`src/rtl/clip_memory_sequencer.sv`:
```
// Record/playback address sequencer for the two clip memories: one memory access per
// sample strobe, with a recorded length kept per clip so playback stops at the end of data.
module clip_memory_sequencer #(
    parameter int ADDR_WIDTH = 16
) (
    input  logic                  clock_i,
    input  logic                  reset_i,
    input  logic                  start_i,
    input  logic                  mode_i,
    input  logic                  clip_i,
    input  logic                  stop_i,
    input  logic                  sample_strobe_i,
    output logic                  memory_0_enable_o,
    output logic                  memory_1_enable_o,
    output logic                  memory_rw_o,
    output logic [ADDR_WIDTH-1:0] memory_addr_o,
    output logic                  busy_o,
    output logic                  done_o,
    output logic [ADDR_WIDTH:0]   length_0_o,
    output logic [ADDR_WIDTH:0]   length_1_o
);

    typedef enum logic [1:0] {IDLE, RECORD, PLAY, FINISH} state_t;

    localparam logic [ADDR_WIDTH:0] LAST_ADDR = {1'b0, {ADDR_WIDTH{1'b1}}};

    state_t                  state_reg, state_next;
    logic                    clip_reg, clip_next;
    logic [ADDR_WIDTH:0]     count_reg, count_next;
    logic [ADDR_WIDTH:0]     count_inc;
    logic [ADDR_WIDTH:0]     length_reg [2];
    logic [ADDR_WIDTH:0]     length_next [2];
    logic                    length_load;
    logic [ADDR_WIDTH:0]     length_value;
    logic                    access;
    logic [1:0]              enable_reg, enable_next;
    logic                    rw_reg, rw_next;
    logic [ADDR_WIDTH-1:0]   addr_reg, addr_next;
    logic                    busy_reg, busy_next;
    logic                    done_reg, done_next;

    assign count_inc = count_reg + 1'b1;

    always_comb begin
        state_next   = state_reg;
        clip_next    = clip_reg;
        count_next   = count_reg;
        length_load  = 1'b0;
        length_value = count_reg;
        access       = 1'b0;
        case (state_reg)
            IDLE: begin
                if (start_i) begin
                    clip_next  = clip_i;
                    count_next = '0;
                    if (mode_i)
                        state_next = RECORD;
                    else if (length_reg[clip_i] == '0)
                        state_next = FINISH;
                    else
                        state_next = PLAY;
                end
            end
            RECORD: begin
                // The length is committed on the same edge that enters FINISH
                if (sample_strobe_i) begin
                    access     = 1'b1;
                    count_next = count_inc;
                    if (count_reg == LAST_ADDR || stop_i) begin
                        state_next   = FINISH;
                        length_load  = 1'b1;
                        length_value = count_inc;
                    end
                end else if (stop_i) begin
                    state_next  = FINISH;
                    length_load = 1'b1;
                end
            end
            PLAY: begin
                if (sample_strobe_i) begin
                    access     = 1'b1;
                    count_next = count_inc;
                    if (count_inc == length_reg[clip_reg] || stop_i)
                        state_next = FINISH;
                end else if (stop_i) begin
                    state_next = FINISH;
                end
            end
            default: state_next = IDLE;
        endcase
    end

    always_comb begin
        rw_next   = access ? (state_reg == RECORD) : rw_reg;
        addr_next = access ? count_reg[ADDR_WIDTH-1:0] : addr_reg;
        busy_next = (state_next == RECORD) || (state_next == PLAY);
        done_next = (state_next == FINISH);
    end

    for (genvar gi = 0; gi < 2; gi++) begin : g_clip
        assign enable_next[gi] = access && (clip_reg == 1'(gi));
        assign length_next[gi] = (length_load && clip_reg == 1'(gi)) ? length_value
                                                                     : length_reg[gi];

        always_ff @(posedge clock_i or posedge reset_i) begin
            if (reset_i)
                length_reg[gi] <= '0;
            else
                length_reg[gi] <= length_next[gi];
        end
    end

    always_ff @(posedge clock_i or posedge reset_i) begin
        if (reset_i) begin
            state_reg  <= IDLE;
            clip_reg   <= 1'b0;
            count_reg  <= '0;
            enable_reg <= '0;
            rw_reg     <= 1'b0;
            addr_reg   <= '0;
            busy_reg   <= 1'b0;
            done_reg   <= 1'b0;
        end else begin
            state_reg  <= state_next;
            clip_reg   <= clip_next;
            count_reg  <= count_next;
            enable_reg <= enable_next;
            rw_reg     <= rw_next;
            addr_reg   <= addr_next;
            busy_reg   <= busy_next;
            done_reg   <= done_next;
        end
    end

    assign memory_0_enable_o = enable_reg[0];
    assign memory_1_enable_o = enable_reg[1];
    assign memory_rw_o       = rw_reg;
    assign memory_addr_o     = addr_reg;
    assign busy_o            = busy_reg;
    assign done_o            = done_reg;
    assign length_0_o        = length_reg[0];
    assign length_1_o        = length_reg[1];

endmodule
```
`config.mk`:
```
export PLATFORM = sky130hd
export DESIGN_NAME = clip_memory_sequencer
export DESIGN_NICKNAME = d
export VERILOG_FILES = /design/src/rtl/clip_memory_sequencer.sv
export SDC_FILE = /design/constraint.sdc
export NUM_CORES = 1
export LEC_CHECK = 0
export CORE_MARGIN = 2
export CORE_UTILIZATION = 35
export CTS_BUF_LIST = sky130_fd_sc_hd__clkbuf_16
export CTS_CLUSTER_DIAMETER = 50
export DETAILED_ROUTE_END_ITERATION = 16
export SLEW_MARGIN = 10
export SYNTH_ARGS = -nofsm -noshare
export SYNTH_HDL_FRONTEND = slang
export SYNTH_SLANG_ARGS = --single-unit
```
`constraint.sdc`:
```
create_clock -name clock_i -period 3.1 [get_ports clock_i]
set_clock_uncertainty 0.1 [all_clocks]
set_input_delay 0.62 -clock clock_i [delete_from_list [all_inputs] [get_ports clock_i]]
set_output_delay 0.62 -clock clock_i [all_outputs]
set_load 0.02 [all_outputs]
```
# After elaboration in Yosys (flattened, before gate mapping)
# Cells that the tools add are included.
[op_classes]
add_sub_neg = 1
magnitude_cmp = 2
eq_ne = 9
muxes = 27
bitwise_logic = 3
n_reduce_logical = 13
[op_table]
columns = ["cell", "count"]
rows = [
  ["2-to-1 mux 17 bit", 11],
  ["one-hot mux 17 bit (2 select lines)", 1],
  ["adder 17 x 1 -> 17 bit (second input constant)", 1],
  ["equality test 17 x 16 -> 1 bit (second input constant)", 1],
  ["equality test 17 bit", 1],
  ["zero test 17 bit", 1],
  ["2-to-1 mux 2 bit", 7],
  ["2-to-1 mux 1 bit", 7],
  ["equality test 2 bit (second input constant)", 3],
  ["one-hot mux 2 bit (3 select lines)", 1],
  ["equality test 2 x 1 -> 1 bit (second input constant)", 2],
  [">= comparator 2 bit (second input constant)", 2],
  ["logical AND 1 bit", 4],
  ["NOT 1 -> 2 bit", 2],
  ["logical OR 1 bit", 3],
  ["AND reduction 3 bit", 1],
  ["zero test 2 bit", 1],
  ["!= test 2 x 1 -> 1 bit (second input constant)", 1],
  ["!= test 2 bit (second input constant)", 1],
  ["AND reduction 2 bit", 1],
  ["nonzero test 2 bit", 1],
  ["OR reduction 2 bit", 1],
  ["NOT 1 bit", 1],
]
[word_totals]
ff_bits = 75
input_bits = 7
output_inout_bits = 55
wordCells = 65

# Depth between registers and ports, before layout
# Gate-level depths: netlist of the first run.
[depth]
word_depth = 11
ltp_mapped = 12
depth_no_buf = 10

# Worst setup path after synthesis of the first run
# No wires, ideal clock.
[synth_timing]
path_type = "reg-to-reg"
startpoint = "register count_reg[1]"
endpoint = "register length_reg (netlist bit length_1_o[5])"
setup_ns = 0.133
arrival_ns = 2.332
t_required_ns = 2.867
setup_slack_ns = 0.535
path_stages_with_launch = 12
n_path_buf = 2
period_less_slack_ns = 2.565
cell_sequence = "dfrtp_1 ha_1 and3_1 buf_2 nand3_4 nor2_1 ha_1 o211ai_2 clkbuf_1 nor2_1 xnor2_1 o21ai_0"
[synth_via]
elab_chain_cells = 6
word_cells_on_any_way = 10
cone_classes = "add/sub (1); eq/ne (1); mux (6); reduce/logical (2)"
[synth_lines]
columns = ["item", "line", "text"]
rows = [
  ["start, declared", "29", "logic [ADDR_WIDTH:0] count_reg, count_next;"],
  ["start signal, assigned", "126", "count_reg <= count_next;"],
  ["parallel branches: the longest is 6 deep, another holds adder 17 x 1 -> 17 bit", "--", ""],
  ["end signal, assigned by index", "109", "length_reg[gi] <= length_next[gi];"],
  ["end, declared", "31", "logic [ADDR_WIDTH:0] length_reg [2];"],
]
# Parallel ways; which one is timed is not known.
# A chain may end at the register's enable or synchronous reset.

# Final worst setup path of the first run
[layout_timing]
startpoint = "register count_reg[0]"
endpoint = "register busy_reg (netlist: busy_o)"
[layout_via]
elab_chain_cells = 8
word_cells_on_any_way = 13
cone_classes = "add/sub (1); eq/ne (4); mux (5); reduce/logical (3)"
[layout_lines]
columns = ["item", "line", "text"]
rows = [
  ["adder 17 x 1 -> 17 bit", "42", "assign count_inc = count_reg + 1'b1;"],
  ["equality test 17 bit", "83", "if (count_inc == length_reg[clip_reg] || stop_i)"],
  ["logical OR 1 bit", "83", ""],
  ["2-to-1 mux 2 bit", "83", ""],
  ["2-to-1 mux 2 bit", "80", "if (sample_strobe_i) begin"],
  ["one-hot mux 2 bit (3 select lines) (*)", "51", "case (state_reg)"],
  ["net state_next[0]", "27", "state_t state_reg, state_next;"],
  ["equality test 2 x 1 -> 1 bit / equality test 2 bit (equally long branches)", "96", "busy_next = (state_next == RECORD) || (state_next == PLAY);"],
  ["logical OR 1 bit (*)", "96", ""],
  ["net busy_next", "39", "logic busy_reg, busy_next;"],
  ["end signal, assigned", "130", "busy_reg <= busy_next;"],
  ["end, declared", "39", ""],
]
# The timed path passes the listed nets; every way through them passes the cells marked *.

==> results of run 1 <==
[final cells by class]
class,count,area [sq um],share of cell area (%)
inverters,9,33.78,0.6585
clock inverters,7,60.06,1.171
well taps,143,178.9,3.488
multi-input cells,295,2004,39.07
flip-flops and latches,75,1877,36.59
clock buffers,9,225.2,4.390
repair buffers,78,750.7,14.63
[synthesized netlist by cell type (2+ instances only)]
cell,instances
dfrtp_1,75
nand2_1,46
xnor2_1,39
nor2_1,38
o21ai_0,24
a21oi_1,22
mux2i_1,18
mux2_2,17
clkbuf_1,14
o31ai_1,14
inv_1,9
buf_2,8
ha_1,8
nand3_1,8
nor4_1,8
and3_1,5
xor2_1,5
a21o_1,4
a31oi_1,4
buf_4,4
buf_6,4
nor3_1,4
o21ai_1,4
nand4_4,3
nand3_2,2
nand4_1,2
nor2b_1,2
o41ai_1,2
or4_1,2
[logic make-up after synthesis]
| kind of cell | count (synthesis) |
|---|---|
| flops | 75 |
| mux | 35 |
| fa+ha+maj | 8 |
| compound gates | 79 |
| buf+inv | 39 |
| xor+xnor | 44 |
| simple gates | 129 |
[cells in the final DEF (no fill, tap or decap), types with 3 or more instances in the layout]
cell,synthesis,layout
dfrtp_1,75,75
clkdlybuf4s50_1,0,61
nand2_1,46,46
xnor2_1,39,39
nor2_1,38,37
o21ai_0,24,24
a21oi_1,22,22
mux2i_1,18,18
mux2_2,17,17
buf_4,4,16
o31ai_1,14,14
inv_1,9,9
clkbuf_16,0,9
nand3_1,8,8
nor4_1,8,8
ha_1,8,8
and3_1,5,5
xor2_1,5,5
a21o_1,4,4
o21ai_1,4,4
nor3_1,4,4
a31oi_1,4,4
nand4_4,3,3
[metal layers]
layer	GRT usage, %	part of all wire (%)
met5	0	0
met4	5.203	1.4
met3	3.375	4.1
met2	28.73	48
met1	25.14	47
[worst register-to-register path, delay by kind of cell (launching register included)]
family	cells	cell delay [ns]
AND/OR/NAND/NOR	4	0.72
XOR/XNOR	1	0.17
adder cells (fa/ha/maj)	3	0.84
AO/OA/AOI/OAI	1	0.23
flip-flops	1	0.50
[stage by stage]
step | cells | hold slack (ns) | utilization (%) | area (sq um)
CTS | 616 | 0.3971 | 44.93 | 5130
global placement | 600 | 0.3678 | 42.43 | 4845
global route | 616 | 0.4211 | 44.93 | 5130
detailed placement | 600 | 0.3838 | 42.43 | 4845
finish | 616 | 0.3972 | 44.93 | 5130
floorplan | 409 | 0.3709 | - | 4080
[path summary, 6_finish.rpt]
path                               endpoint  depth (start not counted)  slack, ns
hold reg to reg                 memory_rw_o                          2       0.40
hold / removal                  memory_rw_o                          2       0.40
min in group asynchronous  memory_addr_o[1]                          2       0.59
max in group asynchronous    length_0_o[16]                          3       1.62
setup reg to reg                     busy_o                          9       0.41
setup / recovery                     busy_o                          9       0.41
[report_power, final]
part           internal [uW]  leakage [uW]  switching, uW
registers               1190      0.000995            260
logic                    896       0.00106           1180
clock network            613      0.000145            403
==> metrics, run 1 <==
outcome finished, final reports clean; CORE AREA 11,420 sq um; CTS tree done; register area share after synthesis 46.00%; Synth area leader dfrtp_1; worst vdd ir 0.4993 mV; Row Count 39; hpwl dp 7.834 mm; Mapped Nets 424; Avg Cell Area, Syn 9.976 sq um; Critical Path Start count_reg[0]; CP endpoint kind register; Setup WS post-layout 0.4127 ns; ys async rst share 100.0%; unrepaired setup endpoints after global routing no; vias per cell 5.104; first-pass GRT wire length 17.73 mm; Setup Fix Bufs, Post-CTS 0; Critical Path RT 3.22 ns; # diodes 0; post-synthesis compound-gate area fraction 11.68%; Worst Path Max Fanout 9; vias 3,144; final setup violating endpoints 0; Distinct cells, synth 43; Die Ht 112.0 microns; top_reg_cell synth dfrtp_1; Pre-antenna DRT Iters 4; Die Width 112.0 microns; fin nets 483; Area Overhead vs Synth 25.73%; Hold Path Class register to register; fin crit share 86.69%; Largest delay share family, worst path adder cells; H-tree depth 3; Routed WL per cell 17.45 microns; CP Class register to register; Worst setup SP type register; slew margin rel. 44.87%; Cells after Synth 409; number of synthesized flops with an enable pin 0; Root Driver clkbuf_16; total power 4549 uW; Fin Setup TNS 0 ns; PortBufs 61; worst skew pair latency 0.34 ns; # IOs 62; Detailed Route Iter0 Violations 196; clock-pin transition on the worst setup and hold timing paths 0.06 ns; Layout fillers 1,145; GRT Util Overall 17.99%; vias in the first global route 3,315; hold buffer count at cts 0; Slew @ Worst Pin 0.8250 ns; grt ovf 0; initial antenna violation count 0; mux cell area share after synthesis 9.108%; critical path's slowest cell dfrtp_1; final slew viol count 0; largest family of logic cells by synthesized area simple AND/OR/NAND/NOR gates; Max-Cap Viols 0; Synth Area in Adders 2.453%; Clock Sinks 75; CTS Buf Count 9; Critical Path AT 2.81 ns; Buf/Inv on CP 0; GP Congestion 0.8579; pre-CTS setup slack 0.3294 ns; max incr delay on CP 0.50 ns; DRC 0; Simple-Gate Fraction of Synth Area 16.38%; Hold Violations, Final 0; reg2reg start count_reg[0]; most used cell, CP ha_1; starting density of the core 35.73%; Lkg Pwr 0.002201 uW; CTS resizes 0; overall routed net length 10.75 mm; share of post-route cells with drive strength above 1 13.11%; Tmin final 2.687 ns; XOR/XNOR Fraction of Synth Area 9.445%; critical path, cell by cell ha_1 -> and3_1 -> nand3_4 -> nor2_1 -> ha_1 -> xor2_1 -> nor3_1 -> a41o_1 -> ha_1; Hold Crit Start memory_rw_o; fmax 372.1 MHz; Ys Warns 0; die area 12,540 sq um; mapped cell area 4080 sq um; largest net degree at the start of global routing 49; Yosys top cell area share 46.00%; Cell Pwr Density 886.7 nW/um^2; Area contributors post-synth dfrtp_1 46%, xnor2_1 8.4%, mux2_2 4.7%, mux2i_1 4.4%, nand2_1 4.2%; Post-DRT Antenna Nets 0; Max Buffers Root-to-Sink 2; #FFs+latches synth 75
Note: power is estimated with default switching activity, not from simulation.
==> run 2: changes to the inputs <==
--- a/config.mk
+++ b/config.mk
@@ -10,6 +10,7 @@
 export CTS_BUF_LIST = sky130_fd_sc_hd__clkbuf_16
 export CTS_CLUSTER_DIAMETER = 50
 export DETAILED_ROUTE_END_ITERATION = 16
+export SETUP_SLACK_MARGIN = 0.1
 export SLEW_MARGIN = 10
 export SYNTH_ARGS = -nofsm -noshare
 export SYNTH_HDL_FRONTEND = slang
==> results of run 2 <==
No change in the layout: final DEF, timing and power equal those of run 1.
